**config.mk**
```make
export PLATFORM = sky130hd
export DESIGN_NAME = round_judge_flat
export DESIGN_NICKNAME = d
export VERILOG_FILES = /design/src/rtl/not_not_pkg.sv /design/src/rtl/round_judge_if.sv /design/src/rtl/round_judge_timer.sv /design/src/rtl/round_judge.sv /design/src/flat_wrapper.sv
export SDC_FILE = /design/constraint.sdc
export NUM_CORES = 1
export LEC_CHECK = 0
export ABC_CLOCK_PERIOD_IN_PS = 5000
export BUFFER_PORTS_ARGS = -buffer_cell sky130_fd_sc_hd__buf_2
export CAP_MARGIN = 20
export CORE_MARGIN = 4
export CORE_UTILIZATION = 50
export CTS_BUF_LIST = sky130_fd_sc_hd__clkbuf_4 sky130_fd_sc_hd__clkbuf_8
export DETAILED_ROUTE_END_ITERATION = 16
export PLACE_DENSITY = 0.69
export SLEW_MARGIN = 20
export SYNTH_ARGS = -nofsm -noshare
export SYNTH_HDL_FRONTEND = slang
export SYNTH_HIERARCHICAL = 1
export SYNTH_SLANG_ARGS = --single-unit
export TNS_END_PERCENT = 20
```
**constraint.sdc**
```tcl
create_clock -name clock -period 5 [get_ports clock]
set_clock_uncertainty 0.1 [all_clocks]
set_input_delay 0.75 -clock clock [delete_from_list [all_inputs] [get_ports clock]]
set_output_delay 0.75 -clock clock [all_outputs]
set_load 0.01 [all_outputs]
```
**src/rtl/not_not_pkg.sv**
```systemverilog
// Shared definitions for the Not Not game: round controller states and colour width.
package not_not_pkg;

    // One bit per LED colour; the prompt generator uses the same width.
    localparam int COLOR_W = 4;

    typedef enum logic [2:0] {
        ST_IDLE  = 3'd0,
        ST_LOAD  = 3'd1,
        ST_ARM   = 3'd2,
        ST_WAIT  = 3'd3,
        ST_JUDGE = 3'd4,
        ST_OVER  = 3'd5
    } state_t;

    // States in which a game round is in progress.
    function automatic logic is_playing(state_t s);
        return (s == ST_LOAD) || (s == ST_ARM) || (s == ST_WAIT) || (s == ST_JUDGE);
    endfunction

endpackage

```
**src/rtl/round_judge_if.sv**
```systemverilog
// Player/prompt-facing signal bundle of the round controller.
interface round_judge_if #(
    parameter int SCORE_W = 8,
    parameter int LIVES_W = 2
) ();
    import not_not_pkg::*;

    logic               start;
    logic [COLOR_W-1:0] expected;
    logic [COLOR_W-1:0] answer;
    logic               submit;
    logic               new_round;
    logic               result_valid;
    logic               result_correct;
    logic [SCORE_W-1:0] score;
    logic [LIVES_W-1:0] lives;
    logic               playing;
    logic               game_over;

    // Master drives the game inputs and observes the judge.
    modport master (
        output start, expected, answer, submit,
        input  new_round, result_valid, result_correct, score, lives, playing, game_over
    );

    // Slave is the round controller itself.
    modport slave (
        input  start, expected, answer, submit,
        output new_round, result_valid, result_correct, score, lives, playing, game_over
    );
endinterface

```
**src/rtl/round_judge_timer.sv**
```systemverilog
// Per-round down-counter: loads ROUND_TICKS-1 and counts towards zero.
module round_timer #(
    parameter int ROUND_TICKS = 100000000,
    parameter int TIMER_W     = 27
) (
    input  logic clock,
    input  logic resetn,
    input  logic load,
    input  logic run,
    output logic expired
);
    logic [TIMER_W-1:0] count_q;
    logic [TIMER_W-1:0] count_d;

    // Load wins over run; the count never wraps below zero.
    always_comb begin
        count_d = count_q;
        if (load) begin
            count_d = TIMER_W'(ROUND_TICKS - 1);
        end else if (run && (count_q != '0)) begin
            count_d = count_q - TIMER_W'(1);
        end
    end

    // Count register.
    always_ff @(posedge clock or negedge resetn) begin
        if (!resetn) begin
            count_q <= '0;
        end else begin
            count_q <= count_d;
        end
    end

    assign expired = (count_q == '0);
endmodule

```
**src/rtl/round_judge.sv**
```systemverilog
// Not Not round controller: sequences rounds, judges answers, keeps score and lives.
module round_judge
    import not_not_pkg::*;
#(
    parameter int ROUND_TICKS = 100000000,
    parameter int TIMER_W     = 27,
    parameter int SCORE_W     = 8,
    parameter int LIVES_W     = 2,
    parameter int MAX_LIVES   = 3
) (
    input  logic          clock,
    input  logic          resetn,
    round_judge_if.slave  bus
);
    state_t             state_q, state_d;
    logic [COLOR_W-1:0] exp_q, exp_d;
    logic [COLOR_W-1:0] ans_q, ans_d;
    logic [SCORE_W-1:0] score_q, score_d;
    logic [LIVES_W-1:0] lives_q, lives_d;
    logic               new_round_q, new_round_d;
    logic               result_valid_q, result_valid_d;
    logic               result_correct_q, result_correct_d;
    logic               playing_q, playing_d;
    logic               game_over_q, game_over_d;
    logic               timer_load, timer_run, timer_expired;

    round_timer #(
        .ROUND_TICKS (ROUND_TICKS),
        .TIMER_W     (TIMER_W)
    ) u_timer (
        .clock   (clock),
        .resetn  (resetn),
        .load    (timer_load),
        .run     (timer_run),
        .expired (timer_expired)
    );

    // Next state, datapath updates, and outputs decoded from the next state so they register cleanly.
    always_comb begin
        state_d    = state_q;
        exp_d      = exp_q;
        ans_d      = ans_q;
        score_d    = score_q;
        lives_d    = lives_q;
        timer_load = 1'b0;
        timer_run  = 1'b0;
        case (state_q)
            ST_IDLE, ST_OVER: begin
                if (bus.start) begin
                    state_d = ST_LOAD;
                    score_d = '0;
                    lives_d = LIVES_W'(MAX_LIVES);
                end
            end
            ST_LOAD: state_d = ST_ARM;
            ST_ARM: begin
                exp_d      = bus.expected;
                timer_load = 1'b1;
                state_d    = ST_WAIT;
            end
            ST_WAIT: begin
                // A submit coinciding with expiry is simply a submit; both sample answer.
                if (bus.submit || timer_expired) begin
                    ans_d   = bus.answer;
                    state_d = ST_JUDGE;
                end else begin
                    timer_run = 1'b1;
                end
            end
            ST_JUDGE: begin
                if (ans_q == exp_q) begin
                    if (score_q != {SCORE_W{1'b1}}) begin
                        score_d = score_q + SCORE_W'(1);
                    end
                    state_d = ST_LOAD;
                end else begin
                    lives_d = lives_q - LIVES_W'(1);
                    state_d = (lives_q == LIVES_W'(1)) ? ST_OVER : ST_LOAD;
                end
            end
            default: state_d = ST_IDLE;
        endcase
        new_round_d      = (state_d == ST_LOAD);
        result_valid_d   = (state_d == ST_JUDGE);
        result_correct_d = (state_d == ST_JUDGE) && (ans_d == exp_q);
        playing_d        = is_playing(state_d);
        game_over_d      = (state_d == ST_OVER);
    end

    // State and registered outputs; reset aborts any round in progress.
    always_ff @(posedge clock or negedge resetn) begin
        if (!resetn) begin
            state_q          <= ST_IDLE;
            exp_q            <= '0;
            ans_q            <= '0;
            score_q          <= '0;
            lives_q          <= LIVES_W'(MAX_LIVES);
            new_round_q      <= 1'b0;
            result_valid_q   <= 1'b0;
            result_correct_q <= 1'b0;
            playing_q        <= 1'b0;
            game_over_q      <= 1'b0;
        end else begin
            state_q          <= state_d;
            exp_q            <= exp_d;
            ans_q            <= ans_d;
            score_q          <= score_d;
            lives_q          <= lives_d;
            new_round_q      <= new_round_d;
            result_valid_q   <= result_valid_d;
            result_correct_q <= result_correct_d;
            playing_q        <= playing_d;
            game_over_q      <= game_over_d;
        end
    end

    assign bus.new_round      = new_round_q;
    assign bus.result_valid   = result_valid_q;
    assign bus.result_correct = result_correct_q;
    assign bus.score          = score_q;
    assign bus.lives          = lives_q;
    assign bus.playing        = playing_q;
    assign bus.game_over      = game_over_q;
endmodule
```
**src/flat_wrapper.sv**
```systemverilog
// flat-port wrapper written by rule: the top's interface ports become plain ports
module round_judge_flat import not_not_pkg::*;
#(
    parameter int ROUND_TICKS = 100000000,
    parameter int TIMER_W     = 27,
    parameter int SCORE_W     = 8,
    parameter int LIVES_W     = 2,
    parameter int MAX_LIVES   = 3
)
  (clock, resetn, bus_start, bus_expected, bus_answer, bus_submit, bus_new_round, bus_result_valid, bus_result_correct, bus_score, bus_lives, bus_playing, bus_game_over);
  round_judge_if #(.SCORE_W(SCORE_W), .LIVES_W(LIVES_W)) bus_i ();
  input  logic clock;
  input  logic resetn;
  input wire logic [$bits(bus_i.start)-1:0] bus_start;
  input wire logic [$bits(bus_i.expected)-1:0] bus_expected;
  input wire logic [$bits(bus_i.answer)-1:0] bus_answer;
  input wire logic [$bits(bus_i.submit)-1:0] bus_submit;
  output wire logic [$bits(bus_i.new_round)-1:0] bus_new_round;
  output wire logic [$bits(bus_i.result_valid)-1:0] bus_result_valid;
  output wire logic [$bits(bus_i.result_correct)-1:0] bus_result_correct;
  output wire logic [$bits(bus_i.score)-1:0] bus_score;
  output wire logic [$bits(bus_i.lives)-1:0] bus_lives;
  output wire logic [$bits(bus_i.playing)-1:0] bus_playing;
  output wire logic [$bits(bus_i.game_over)-1:0] bus_game_over;
  assign bus_i.start = bus_start;
  assign bus_i.expected = bus_expected;
  assign bus_i.answer = bus_answer;
  assign bus_i.submit = bus_submit;
  assign bus_new_round = bus_i.new_round;
  assign bus_result_valid = bus_i.result_valid;
  assign bus_result_correct = bus_i.result_correct;
  assign bus_score = bus_i.score;
  assign bus_lives = bus_i.lives;
  assign bus_playing = bus_i.playing;
  assign bus_game_over = bus_i.game_over;
  round_judge #(.ROUND_TICKS(ROUND_TICKS), .TIMER_W(TIMER_W), .SCORE_W(SCORE_W), .LIVES_W(LIVES_W), .MAX_LIVES(MAX_LIVES)) u_core (.clock(clock), .resetn(resetn), .bus(bus_i));
endmodule
```
==> impl_summary.md, run 1 <==
Worst setup path
The classification of the worst setup path is reg2reg. The required time at the worst-slack endpoint is 5.08 ns. The end of the worst register-to-register path is u_core/u_timer/count_q[14]. The endpoint of the most critical setup path is u_core/u_timer/count_q[14].

The worst setup path startpoint is u_core/u_timer/count_q[0]. At the worst endpoint, the arrival time is 3.46 ns. The kind of end point of the critical path is a register. The element type at the critical path start is a register.

The worst path buffer plus inverter count is 1. The reg2reg setup slack is 1.61 ns. In this design, the largest share of critical-path delay is due to simple AND/OR/NAND/NOR gates. In this run the number of cells on the critical path is 7. The biggest fanout along the worst timing path is 16. The worst-case reg-to-reg path depth is 7. The peak per-stage delay on the critical path is 1.02 ns. The signal on the critical path passes through inv_1 -> ha_1 -> nor3b_1 -> nand4_1 -> o21ai_0 -> nor3_1 -> or3b_2.

The worst reg2reg path startpoint is u_core/u_timer/count_q[0]. The critical-path cell with the highest stage delay is sky130_fd_sc_hd__o21ai_0.

Logic synthesis
The synthesized design contains 0 enable-type register cells. Synthesis produced a netlist with a net count of a little under 300. The proportion of synthesized chip area in sequential cells is approximately 47%. The cell area that synthesis handed to floorplanning was 0.00280 mm2. The yosys synthesis warning count is 6. The predominant post-synthesis flop cell is sky130_fd_sc_hd__dfrtp_1. Counting flops with an async set or reset pin after synthesis yields a share of 100%. The flop and latch count out of synthesis is 53.

The number of distinct library cell variants in the gate-level netlist after synthesis is 48. The synthesized area divided by synthesized cell count is 10.2 um2. The gate count of the mapped netlist is between 200 and 300.

Power and ir drop
The power density over the cells is 385 mW/mm2. The share of power burned in registers is about 48%. IR analysis of the VDD net gives a maximum drop of 0.355 mV. The internal portion of the total power is 767 uW. The share of power burned in the clock network is 20.4%. The reported leakage power is 0.00121 uW. Combinational logic burns 32.0% of the power. In this run the power spent charging and discharging nets is around 430 uW. The switching share of total power is 35.8%.

Timing
Setup repair after global routing left no endpoint under its margin. The final-report hold violation count is 0. The number of max-slew violations in the final report came to 0. Setup violations remaining at the end of the flow were counted as 0. The clock period minus worst slack is 3.39 ns. After layout, the worst path uses a little under 70% of the clock period. For the final routed database, the setup TNS stands at 0 ns.

Headroom to the max-slew limit came out at 31.5%. For this run, the top clock speed supported by timing is ~0.3 GHz. At the pin with the least slew margin, the transition time is between 1 and 1.5 ns.

The setup slack of the critical path after layout is 1.61 ns.

CTS
The post-CTS setup buffer count is 0. CTS built an H-tree with a depth of 2. The number of buffers inserted by hold repair at cts is 0. TritonCTS built the clock tree. The number of buffers added by the clock tree synthesis step is 5. Gates resized during post-CTS repair numbered 0. The register clock-pin slew on the reported worst setup and hold paths is approximately 0.10 ns. For the worst-skew pair, the clock arrives at the later sink with an insertion delay of ~0.3 ns. The clock net in this run drives a total of 53 sinks. The longest clock path from root to sink contains 2 buffers. The library cell used as clock root buffer is sky130_fd_sc_hd__clkbuf_8.

Route
The count of nets left with antenna violations once routing finished came out at 0. The violation count after the first detailed-route iteration is roughly 100. The total wirelength of the detailed-routed design is roughly 5300 um. The total via count after detailed routing is 2091. The DRC violation count after routing is 0. The number of iterations in the first detailed-routing pass is 4. Dividing the detail-routed via count by the number of cells gives 5.62. Dividing the detail-routed wire length by the instance count gives 14.2 um.

GRT
The largest net degree at the start of global routing is 54. The sum of overflow across all layers after global routing is 0. The first global-routing pass estimated 9230 um of wire.

The initial antenna violation count is 0. The via count of the first global-routing pass is 1970. Global routing used 15.9% of the available tracks across all layers.

Final layout
Cells fill 58.9% of the core in the end. The final-stage net count is 316. Relative to the synthesized area, the layout overhead comes to 10.8%. The count of fill cells added during filler insertion is around 490. The fraction of layout cells with a size suffix above 1 is between 20% and 30%. The number of diodes added for antenna fixing is 0.

Place
The half-perimeter wire length after detailed placement is around 3700 um. During placement, the flow inserted port buffers numbering 26. Prior to clock tree synthesis, the placed netlist has a worst setup slack of 1.67 ns.

The routability congestion estimate from global placement is 0.800.

Floorplanning
The region available for standard cell placement spans 0.00527 mm2. The width of the die is 82.8 um. The count of pins on the block boundary is 27. In this run the core area contains 26 standard-cell rows.

Once the floorplan was initialized, standard cells occupied 53.1% of the core. Measured along the y axis, the die boundary spans 82.8 um. The floorplan step defined a die boundary enclosing 0.00686 mm2.

Job
The max-cap check violation count is 0.

Hold path
The path category of the worst min-delay check is reg2reg.

Status
The flow ran to the end, and the final reports show no timing, DRC or antenna violations.
## registers in the layout, summed over array words and instances (netlist names)
name,cells
u_core/bus.new_round,1
u_core/bus.playing,1
u_core/ans_q,4
u_core/bus.result_correct,1
u_core/bus.lives,2
u_core/bus.game_over,1
u_core/bus.score,8
u_core/bus.result_valid,1
u_core/state_q,3
u_core/u_timer/count_q,27
u_core/exp_q,4
## per-stage QoR
stage | total power (uW) | area (um2) | hold WS [ns] | instances
5_1_grt | 1280 | 3100 | 0.454 | 372
3_5_place_dp | 963 | 3010 | 0.387 | 364
4_1_cts | 1210 | 3100 | 0.410 | 372
3_3_place_gp | 955 | 3010 | 0.382 | 364
6_report | 1190 | 3100 | 0.407 | 372
2_1_floorplan | 865 | 2800 | 0.354 | 275
## power groups by stage
stage,clock (uW),sequential (uW),combinational [uW]
floorplan,0,552,313
global placement,0,575,380
detailed placement,0,578,385
CTS,257,569,387
global route,275,581,427
finish,244,568,383
## how the worst min path moves through the flow
| stage | depth (start not counted) | end | start |
|---|---|---|---|
| 2_1_floorplan | 0 | u_core/ans_q[0] | resetn |
| 3_3_place_gp | 1 | u_core/u_timer/count_q[26] | u_core/u_timer/count_q[26] |
| 3_5_place_dp | 1 | u_core/u_timer/count_q[26] | u_core/u_timer/count_q[26] |
| 4_1_cts | 1 | u_core/u_timer/count_q[26] | u_core/u_timer/count_q[26] |
| 5_1_grt | 1 | u_core/ans_q[1] | u_core/ans_q[1] |
| 6_report | 1 | u_core/u_timer/count_q[26] | u_core/u_timer/count_q[26] |
## per-layer routing
metal / vias up / GRT usage (%) / routed length, um
met5: - / 0 / 0
met2: 30 / 24.9 / 2390
li1: 1048 / - / -
met3: 7 / 3.27 / 177
met4: 0 / 4.01 / 64
met1: 1006 / 22.7 / 2640
## cell families after synthesis
logic type               after synthesis  share of synthesized area (%)
adder cells (fa/ha/maj)                3                           1.34
multiplexers                          10                           3.93
AND/OR/NAND/NOR                      121                           25.7
flip-flops                            53                           47.5
buffers and inverters                 15                           2.14
XOR/XNOR                              27                           8.45
AO/OA/AOI/OAI                         46                           10.9
## worst register-to-register path, cell delays in order, from the launching register on
cell and delay, ns:
sky130_fd_sc_hd__dfrtp_1 0.42, sky130_fd_sc_hd__inv_1 0.13, sky130_fd_sc_hd__ha_1 0.20, sky130_fd_sc_hd__nor3b_1 0.29, sky130_fd_sc_hd__nand4_1 0.55, sky130_fd_sc_hd__o21ai_0 1.03
sky130_fd_sc_hd__nor3_1 0.09, sky130_fd_sc_hd__or3b_2 0.46
## cell usage after synthesis (2+ instances only)
| library cell | count | area, um2 |
|---|---|---|
| sky130_fd_sc_hd__a211oi_1 | 2 | 15.0 |
| sky130_fd_sc_hd__a21oi_1 | 9 | 45.0 |
| sky130_fd_sc_hd__a31oi_1 | 2 | 12.5 |
| sky130_fd_sc_hd__and3_1 | 4 | 25.0 |
| sky130_fd_sc_hd__and3b_1 | 2 | 17.5 |
| sky130_fd_sc_hd__buf_2 | 3 | 15.0 |
| sky130_fd_sc_hd__clkbuf_1 | 7 | 26.3 |
| sky130_fd_sc_hd__dfrtp_1 | 51 | 1280 |
| sky130_fd_sc_hd__dfstp_2 | 2 | 52.6 |
| sky130_fd_sc_hd__ha_1 | 3 | 37.5 |
| sky130_fd_sc_hd__inv_1 | 5 | 18.8 |
| sky130_fd_sc_hd__mux2_2 | 8 | 90.1 |
| sky130_fd_sc_hd__mux2i_1 | 2 | 20.0 |
| sky130_fd_sc_hd__nand2_1 | 10 | 37.5 |
| sky130_fd_sc_hd__nand2b_1 | 15 | 93.8 |
| sky130_fd_sc_hd__nand3_1 | 6 | 30.0 |
| sky130_fd_sc_hd__nand4_1 | 5 | 31.3 |
| sky130_fd_sc_hd__nor2_1 | 28 | 105 |
| sky130_fd_sc_hd__nor2b_1 | 3 | 18.8 |
| sky130_fd_sc_hd__nor3_1 | 11 | 55.1 |
| sky130_fd_sc_hd__nor3b_1 | 3 | 22.5 |
| sky130_fd_sc_hd__nor4_1 | 10 | 62.6 |
| sky130_fd_sc_hd__nor4_4 | 2 | 42.5 |
| sky130_fd_sc_hd__o2111ai_1 | 2 | 17.5 |
| sky130_fd_sc_hd__o211ai_1 | 7 | 52.6 |
| sky130_fd_sc_hd__o21ai_0 | 11 | 55.1 |
| sky130_fd_sc_hd__o22ai_1 | 2 | 12.5 |
| sky130_fd_sc_hd__o31ai_1 | 4 | 30.0 |
| sky130_fd_sc_hd__or3_1 | 5 | 31.3 |
| sky130_fd_sc_hd__or3b_2 | 2 | 17.5 |
| sky130_fd_sc_hd__or4_1 | 7 | 52.6 |
| sky130_fd_sc_hd__xnor2_1 | 6 | 52.6 |
| sky130_fd_sc_hd__xor2_1 | 21 | 184 |
## cell usage in the layout (no fill, tap or decap), types with 6 or more instances in the layout
cell and count:
sky130_fd_sc_hd__a21oi_1 9, sky130_fd_sc_hd__buf_2 26, sky130_fd_sc_hd__dfrtp_1 51, sky130_fd_sc_hd__mux2_2 8
sky130_fd_sc_hd__nand2_1 10, sky130_fd_sc_hd__nand2b_1 15, sky130_fd_sc_hd__nand3_1 6, sky130_fd_sc_hd__nor2_1 27
sky130_fd_sc_hd__nor3_1 11, sky130_fd_sc_hd__nor4_1 9, sky130_fd_sc_hd__o211ai_1 7, sky130_fd_sc_hd__o21ai_0 11
sky130_fd_sc_hd__or4_1 7, sky130_fd_sc_hd__xnor2_1 6, sky130_fd_sc_hd__xor2_1 21
## area by class of cell
type	count	area, um2	area share (%)
Sequential cell	53	1330	42.8
Clock buffer	5	68.8	2.22
Timing Repair Buffer	29	153	4.92
Clock inverter	3	25.0	0.807
Tap cell	70	87.6	2.82
Inverter	5	18.8	0.605
Multi-Input combinational cell	207	1420	45.8
(Power assumes the default switching activity.)
==> inputs of run 2 (changes only) <==
- ABC_AREA: unset -> 1
- ABC_CLOCK_PERIOD_IN_PS: 5000 -> 2900
- PLACE_DENSITY: 0.69 -> 0.71
- clock period: 5 -> 2.9 ns (I/O delays scaled with it)
==> impl_summary.md, run 2 <==
Status
The flow ran to the end, and the final reports show no timing, DRC or antenna violations.

Floorplanning
The width of the die was 89.7 um (+8.3%). The area inside the core boundary is 0.00642 mm2 (+22%). The floorplan die area is 0.00805 mm2 (+17%). The cell row count came to 29 (+12%). The count of pins on the block boundary is 27 (unchanged). The y dimension of the die came to 89.7 um (+8.3%).

The effective utilization at floorplan is 52.0% (-1.2 points).

Worst setup path
The classification of the worst setup path is reg2reg. For this design, the slowest cell found on the critical path is sky130_fd_sc_hd__dfrtp_1. The worst setup path is launched from a register.

Among the stages of the critical path, the cell type that occurs most often is sky130_fd_sc_hd__nand2_1. The biggest fanout along the worst timing path is 11 (-5). The worst path buffer plus inverter count is 2 (+1). The kind of end point of the critical path is a register.

Grouping stages by cell kind, the critical path spends the most delay in simple AND/OR/NAND/NOR gates. The peak per-stage delay on the critical path was 0.39 ns (-0.63 ns). The required time at the worst-slack endpoint is 3.04 ns (-2.04 ns). The signal on the critical path passes through inv_1 -> ha_1 -> nand2_2 -> nor2_4 -> nand2_4 -> nor2_8 -> inv_1 -> nand2_1 -> nand2_1 -> nand2_1 -> nand2_1 -> nand2_1 -> nand2_1 -> nor2_1 -> nand2_1 -> nor2_1. The data arrival time of the critical path was 2.81 ns (-0.65 ns).

Final layout
The register ranked first by flip-flop count is u_core/u_timer/count_q. Leaving out fill and tap cells, the most frequent cells in the layout are sky130_fd_sc_hd__nand2_1, sky130_fd_sc_hd__nor2_1, sky130_fd_sc_hd__nand3_1. The number of flip-flops under the largest register name is 27 (unchanged). Relative to the synthesized area, the layout overhead comes to 8.77%. The library cell used most frequently in the layout, excluding fill and tap cells, is sky130_fd_sc_hd__nand2_1.

The number of diodes added for antenna fixing was 0 (unchanged). The fraction of layout cells with a size suffix above 1 came to 13.9% (-6.3 points). The final-stage net count is 511 (+62%). The core utilization of the finished layout was 56.5% (-2.3 points). The count of fill cells added during filler insertion came to 639 (+31%).

CTS
In this run the clock root is driven by a sky130_fd_sc_hd__clkbuf_8. The latest clock arrival within the worst-skew pair is 0.31 ns (about the same). The register clock-pin slew on the reported worst setup and hold paths is 0.10 ns (about the same). The number of H-tree branching levels is 2 (unchanged). TritonCTS built the clock tree. The number of buffers added by the clock tree synthesis step came to 5 (unchanged). The number of sinks driven by the clock tree is 53 (unchanged). The clock tree buffer depth is 2 (unchanged).

Logic synthesis
The share of the synthesized area in the top cell type is 38.2% (-7.3 points). The predominant post-synthesis flop cell is sky130_fd_sc_hd__dfrtp_1. The proportion of synthesized chip area in sequential cells is 39.8% (-7.6 points). The synthesized area divided by synthesized cell count came to 7.07 um2 (-31%). The net count of the mapped netlist was 487 (+68%). Sorting the synthesized cells by area gives the leading types as sky130_fd_sc_hd__dfrtp_1, sky130_fd_sc_hd__nand2_1, sky130_fd_sc_hd__nand3_1.

The flop and latch count out of synthesis is 53 (unchanged). The yosys synthesis warning count came to 6 (unchanged). The gate count of the mapped netlist is 472 (+72%). The count of flip-flops with a built-in enable after synthesis is 0 (unchanged). The fraction of registers with async set or reset after synthesis is 100% (unchanged). The leading cell type by number of instances after synthesis is sky130_fd_sc_hd__nand2_1.

The number of distinct library cell variants in the gate-level netlist after synthesis is 35 (-27%). The cell area after technology mapping came to 0.00334 mm2 (+19%). By count the netlist is led by sky130_fd_sc_hd__nand2_1, sky130_fd_sc_hd__nor2_1, sky130_fd_sc_hd__nand3_1. Of all cell types, the one taking the most synthesized area is sky130_fd_sc_hd__dfrtp_1.

Timing
The transition time of the tightest slew-check pin came to 0.808 ns (-0.209 ns). The maximum operating frequency is 0.375 GHz (+27%). The number of max-slew violations in the final report is 0 (unchanged). The share of the clock period used by the worst path is 91.9% (+24 points). The clock period minus worst slack came to 2.66 ns (-0.721 ns). The worst slew margin relative to its limit is 46.2% (+15 points). The final-report hold violation count is 0 (unchanged).

The setup TNS is 0 ns (unchanged). Setup repair after global routing left no endpoint under its margin. The final count of negative-setup-slack endpoints is 0 (unchanged).

GRT
The via count of the first global-routing pass was 2868 (+46%). The total routing resource utilization after global routing is 19.0% (+3.1 points). The wire length of the first global-routing pass is 12800 um (+39%). The largest net degree at the start of global routing is 37 (-31%).

The sum of overflow across all layers after global routing came to 0 (unchanged). The initial antenna violation count is 0 (unchanged).

Route
The total via count after detailed routing is 3034 (+45%). The post-route antenna net violation count is 0 (unchanged). The final routed wire length divided by cell count came to 12.7 um (-11%).

The number of iterations in the first detailed-routing pass is 4 (unchanged). The DRC violation count after routing is 0 (unchanged). The total wirelength of the detailed-routed design is 7260 um (+38%). The number of vias per cell after detailed routing is 5.29 (-6.0%).

The violation count after the first detailed-route iteration is 153 (+47%).

Hold path
The min-delay analysis places its worst path in the category in2async.

Power and ir drop
The reported leakage power is 0.00195 uW (+62%). The power density over the cells was 920 mW/mm2 (+140%). The maximum vdd ir drop was 0.372 mV (+4.8%).

Place
The count of port buffers added during placement is 26 (unchanged). The half-perimeter wire length after detailed placement is 5360 um (+45%). The routability congestion estimate from global placement is 0.945 (+18%).

Job
The max-cap check violation count is 0 (unchanged).
## run 2: final timing paths
check | cells after the start | endpoint | start | slack, ns
max reg2reg | 16 | u_core/bus.result_correct | u_core/u_timer/count_q[0] | 0.24
max | 16 | u_core/bus.result_correct | u_core/u_timer/count_q[0] | 0.24
min reg2reg | 2 | u_core/u_timer/count_q[26] | u_core/u_timer/count_q[26] | 0.38
min | 1 | u_core/u_timer/count_q[26] | resetn | 0.10
min in group clock | 3 | u_core/exp_q[0] | bus_expected[0] | 0.22
max in group asynchronous | 2 | u_core/u_timer/count_q[6] | resetn | 1.84
## run 2: worst reg2reg max path: cells and delay by family, from the launching register on
kind	cells	cell delay, ns
flops	1	0.39
buf+inv	2	0.18
fa+ha+maj	1	0.30
simple gates	13	1.63
## run 2: power breakdown
part / switching [uW] / internal, uW
registers: 261 / 984
logic: 1040 / 528
clock network: 248 / 281
total: 1550 / 1790
## run 2: layer usage
layer	share of wire [%]	vias up	global-route usage, %
met4	1.3	0	5.87
met3	4.5	10	3.17
li1	-	1557	-
met2	49	61	32.6
met1	45	1406	24.6
met5	0	-	0
## run 2: cell type report
type / instances / area [um2] / area share (%)
tap: 77 / 96.3 / 2.65
inverter: 46 / 173 / 4.76
clock inverter: 2 / 37.5 / 1.03
timing repair buffer: 29 / 153 / 4.20
sequential: 53 / 1330 / 36.6
clock buffer: 6 / 82.6 / 2.27
multi-input combinational: 361 / 1760 / 48.5
## run 2: metrics by stage
step / hold WS, ns / worst slack [ns] / instances / total power [uW] / area [um2]
3_5_place_dp: 0.363 / 0.194 / 566 / 2830 / 3510
5_1_grt: 0.154 / 0.0241 / 574 / 3690 / 3630
6_report: 0.102 / 0.235 / 574 / 3340 / 3630
4_1_cts: 0.126 / 0.180 / 574 / 3360 / 3630
2_1_floorplan: 0.0394 / 0.571 / 472 / 2510 / 3340
3_3_place_gp: 0.361 / 0.320 / 566 / 2780 / 3510
## run 2: cell families after synthesis
kind of cell    synth area share (%)
simple gates                    43.4
xor+xnor                        2.62
flops                           39.8
fa+ha+maj                       1.12
compound gates                  5.40
buf+inv                         7.68
## run 2: timing repair
| action | in CTS | in global routing |
|---|---|---|
| setup buffers | 0 | 0 |
| hold buffers | 0 | 0 |
| endpoints found under the setup margin | 0 | 23 |
| gates resized for setup | 0 | 1 |
==> inputs of run 3 (changes only) <==
- CORE_UTILIZATION: 50 -> 30
- PLACE_DENSITY: 0.71 -> unset
==> impl_summary.md, run 3 (synthesis results as in run 2) <==
Status
The flow ran to the end, and the final reports show no timing, DRC or antenna violations.

Floorplanning
The effective utilization at floorplan is 30.7% (-21 points). The floorplan die area is 0.0129 mm2 (+60%). The count of pins on the block boundary is 27 (unchanged). The cell row count is 38 (+31%). The y dimension of the die is 113 um (+27%). The area inside the core boundary came to 0.0109 mm2 (+70%). The width of the die is 113 um (+27%).

Worst setup path
The worst setup path startpoint is u_core/u_timer/count_q[0]. The peak per-stage delay on the critical path is 0.40 ns (about the same). The worst register-to-register path begins at u_core/u_timer/count_q[0].

The required time at the worst-slack endpoint is 3.05 ns (about the same). The worst path buffer plus inverter count is 4 (+2). The critical path's top delay family is simple AND/OR/NAND/NOR gates. The biggest fanout along the worst timing path was 14 (+3). The critical-path cell with the highest stage delay is sky130_fd_sc_hd__dfrtp_1.

The classification of the worst setup path is reg2reg. STA classifies the critical path endpoint as a register. The signal on the critical path passes through inv_1 -> ha_2 -> nand2_2 -> nor2_4 -> nand2_4 -> nor2_8 -> inv_1 -> nand2_1 -> nor2_2 -> inv_1 -> nor2_4 -> buf_12 -> nor2_4 -> nand2_1 -> nand2_1. The data arrival time of the critical path is 2.84 ns (+0.03 ns). The element type at the critical path start is a register.

Timing
The number of max-slew violations in the final report is 0 (unchanged). The worst slew margin relative to its limit was 42.2% (-3.9 points). The transition time of the tightest slew-check pin came to 0.867 ns (+0.0592 ns). The final count of negative-setup-slack endpoints is 0 (unchanged).

The final-report hold violation count came to 0 (unchanged). The smallest hold slack was 0.120 ns (+0.0181 ns). The maximum operating frequency was 0.372 GHz (-0.82%).

The setup TNS is 0 ns (unchanged). The share of the clock period used by the worst path is 92.7% (+0.76 points). The clock period minus worst slack is 2.69 ns (+0.0220 ns).

Final layout
The library cell used most frequently in the layout, excluding fill and tap cells, is sky130_fd_sc_hd__nand2_1. The design area came to 0.00374 mm2 (+2.9%). The count of fill cells added during filler insertion came to 1137 (+78%). The area of combinational cells with multiple inputs is 0.00178 mm2 (+0.92%). The fraction of layout cells with a size suffix above 1 is 14.6% (+0.75 points). The flip-flop and latch area is 0.00133 mm2 (unchanged). In the layout the commonest cells are sky130_fd_sc_hd__nand2_1, sky130_fd_sc_hd__nor2_1, sky130_fd_sc_hd__nand3_1. The layout overhead on the synthesized area is 12.0%. The number of diodes added for antenna fixing is 0 (unchanged). The non-filler instance count after layout is 639 (+11%). The number of flip-flops under the largest register name came to 27 (unchanged). The final-stage net count was 513 (+0.39%).

The register ranked first by flip-flop count is u_core/u_timer/count_q.

Place
The post-placement cell count is 629 (+11%). The placed standard-cell area was 0.00359 mm2 (+2.2%). The routability congestion estimate from global placement was 0.900 (-4.8%).

The count of port buffers added during placement is 26 (unchanged). The half-perimeter wire length after detailed placement is 5760 um (+7.4%).

Power and ir drop
The total internal power was 1800 uW (+0.27%). The switching share of total power is 46.8% (+0.52 points). The final total power came to 3380 uW (+1.3%). The power density over the cells is 905 mW/mm2 (-1.6%). The maximum vdd ir drop is 0.332 mV (-11%). The switching component of the power came to 1580 uW (+2.4%). The combinational share of power is 47.8% (+0.9 points). The reported leakage power is 0.00196 uW (+0.66%). The share of power burned in registers is 36.7% (-0.6 points).

The share of power burned in the clock network is 15.5% (-0.3 points).

Route
The total wirelength of the detailed-routed design came to 7910 um (+8.9%). The number of iterations in the first detailed-routing pass is 4 (unchanged). The final routed wire length divided by cell count was 12.4 um (-2.2%). The post-route antenna net violation count came to 0 (unchanged). The DRC violation count after routing is 0 (unchanged). The total via count after detailed routing is 3029 (-0.16%). The violation count after the first detailed-route iteration was 174 (+14%). The number of vias per cell after detailed routing is 4.74 (-10%).

CTS
The clock tree buffer depth is 2 (unchanged). The register clock-pin slew on the reported worst setup and hold paths came to 0.11 ns (about the same). The latest clock arrival within the worst-skew pair is 0.31 ns (about the same).

The number of buffers added by the clock tree synthesis step is 5 (unchanged). Clock tree synthesis selected as its root buffer the cell sky130_fd_sc_hd__clkbuf_8. The number of H-tree branching levels is 2 (unchanged). The number of sinks driven by the clock tree was 53 (unchanged). The number of buffers inserted by hold repair at cts came to 0 (unchanged). The CTS tree is built.

Job
The max-cap check violation count was 0 (unchanged).

Hold path
The path category of the worst min-delay check is in2async.

GRT
The largest net degree at the start of global routing is 38 (+2.7%). The sum of overflow across all layers after global routing was 0 (unchanged). The total routing resource utilization after global routing came to 12.6% (-6.4 points). The wire length of the first global-routing pass was 13400 um (+4.8%). The via count of the first global-routing pass is 2894 (+0.91%). The initial antenna violation count is 0 (unchanged).
run 3: per-stage QoR:
| stage | utilization, % | setup WS [ns] |
|---|---|---|
| 2_1_floorplan | - | 0.571 |
| 3_3_place_gp | 32.9 | 0.286 |
| 3_5_place_dp | 32.9 | 0.108 |
| 4_1_cts | 34.0 | 0.0911 |
| 5_1_grt | 34.3 | -0.00847 |
| 6_report | 34.3 | 0.213 |
run 3: path summary, 6_finish.rpt:
path	slack, ns	endpoint	cells after the start
setup / recovery	0.21	u_core/u_timer/count_q[10]	15
hold / removal	0.12	u_core/exp_q[3]	1
setup reg to reg	0.21	u_core/u_timer/count_q[10]	15
hold reg to reg	0.39	u_core/u_timer/count_q[26]	2
max in group asynchronous	1.82	u_core/u_timer/count_q[17]	2
min in group clock	0.22	u_core/exp_q[2]	3
run 3: final cells by class:
cell class / instances / share of cell area, %
multi-input cells: 362 / 47.5
flip-flops and latches: 53 / 35.6
well taps: 140 / 4.69
repair buffers: 30 / 4.62
inverters: 46 / 4.62
clock buffers: 6 / 2.04
clock inverters: 2 / 0.937
run 3: routing by layer:
metal  GRT usage (%)  wire, um  vias to the layer above
met2            20.8      3730                       60
met1            16.8      3770                     1400
met3            2.23       295                       10
met5               0         0                        -
li1                -         -                     1559
met4            4.33       123                        0
run 3: what timing repair did:
item	CTS	global route
resized for setup	0	3
endpoints found under the setup margin	0	24
buffers inserted	0	1
run 3: power groups by stage:
stage | combinational (uW) | sequential, uW | clock [uW]
floorplan | 1320 | 1180 | 0
global placement | 1540 | 1250 | 0
detailed placement | 1580 | 1250 | 0
CTS | 1580 | 1240 | 541
global route | 1880 | 1280 | 563
finish | 1620 | 1240 | 522
run 3: worst reg2reg max path, delay by kind of cell, from the launching register on:
family	cells	cell delay, ns
AND/OR/NAND/NOR	10	1.40
buffers and inverters	4	0.48
flip-flops	1	0.40
adder cells (fa/ha/maj)	1	0.28
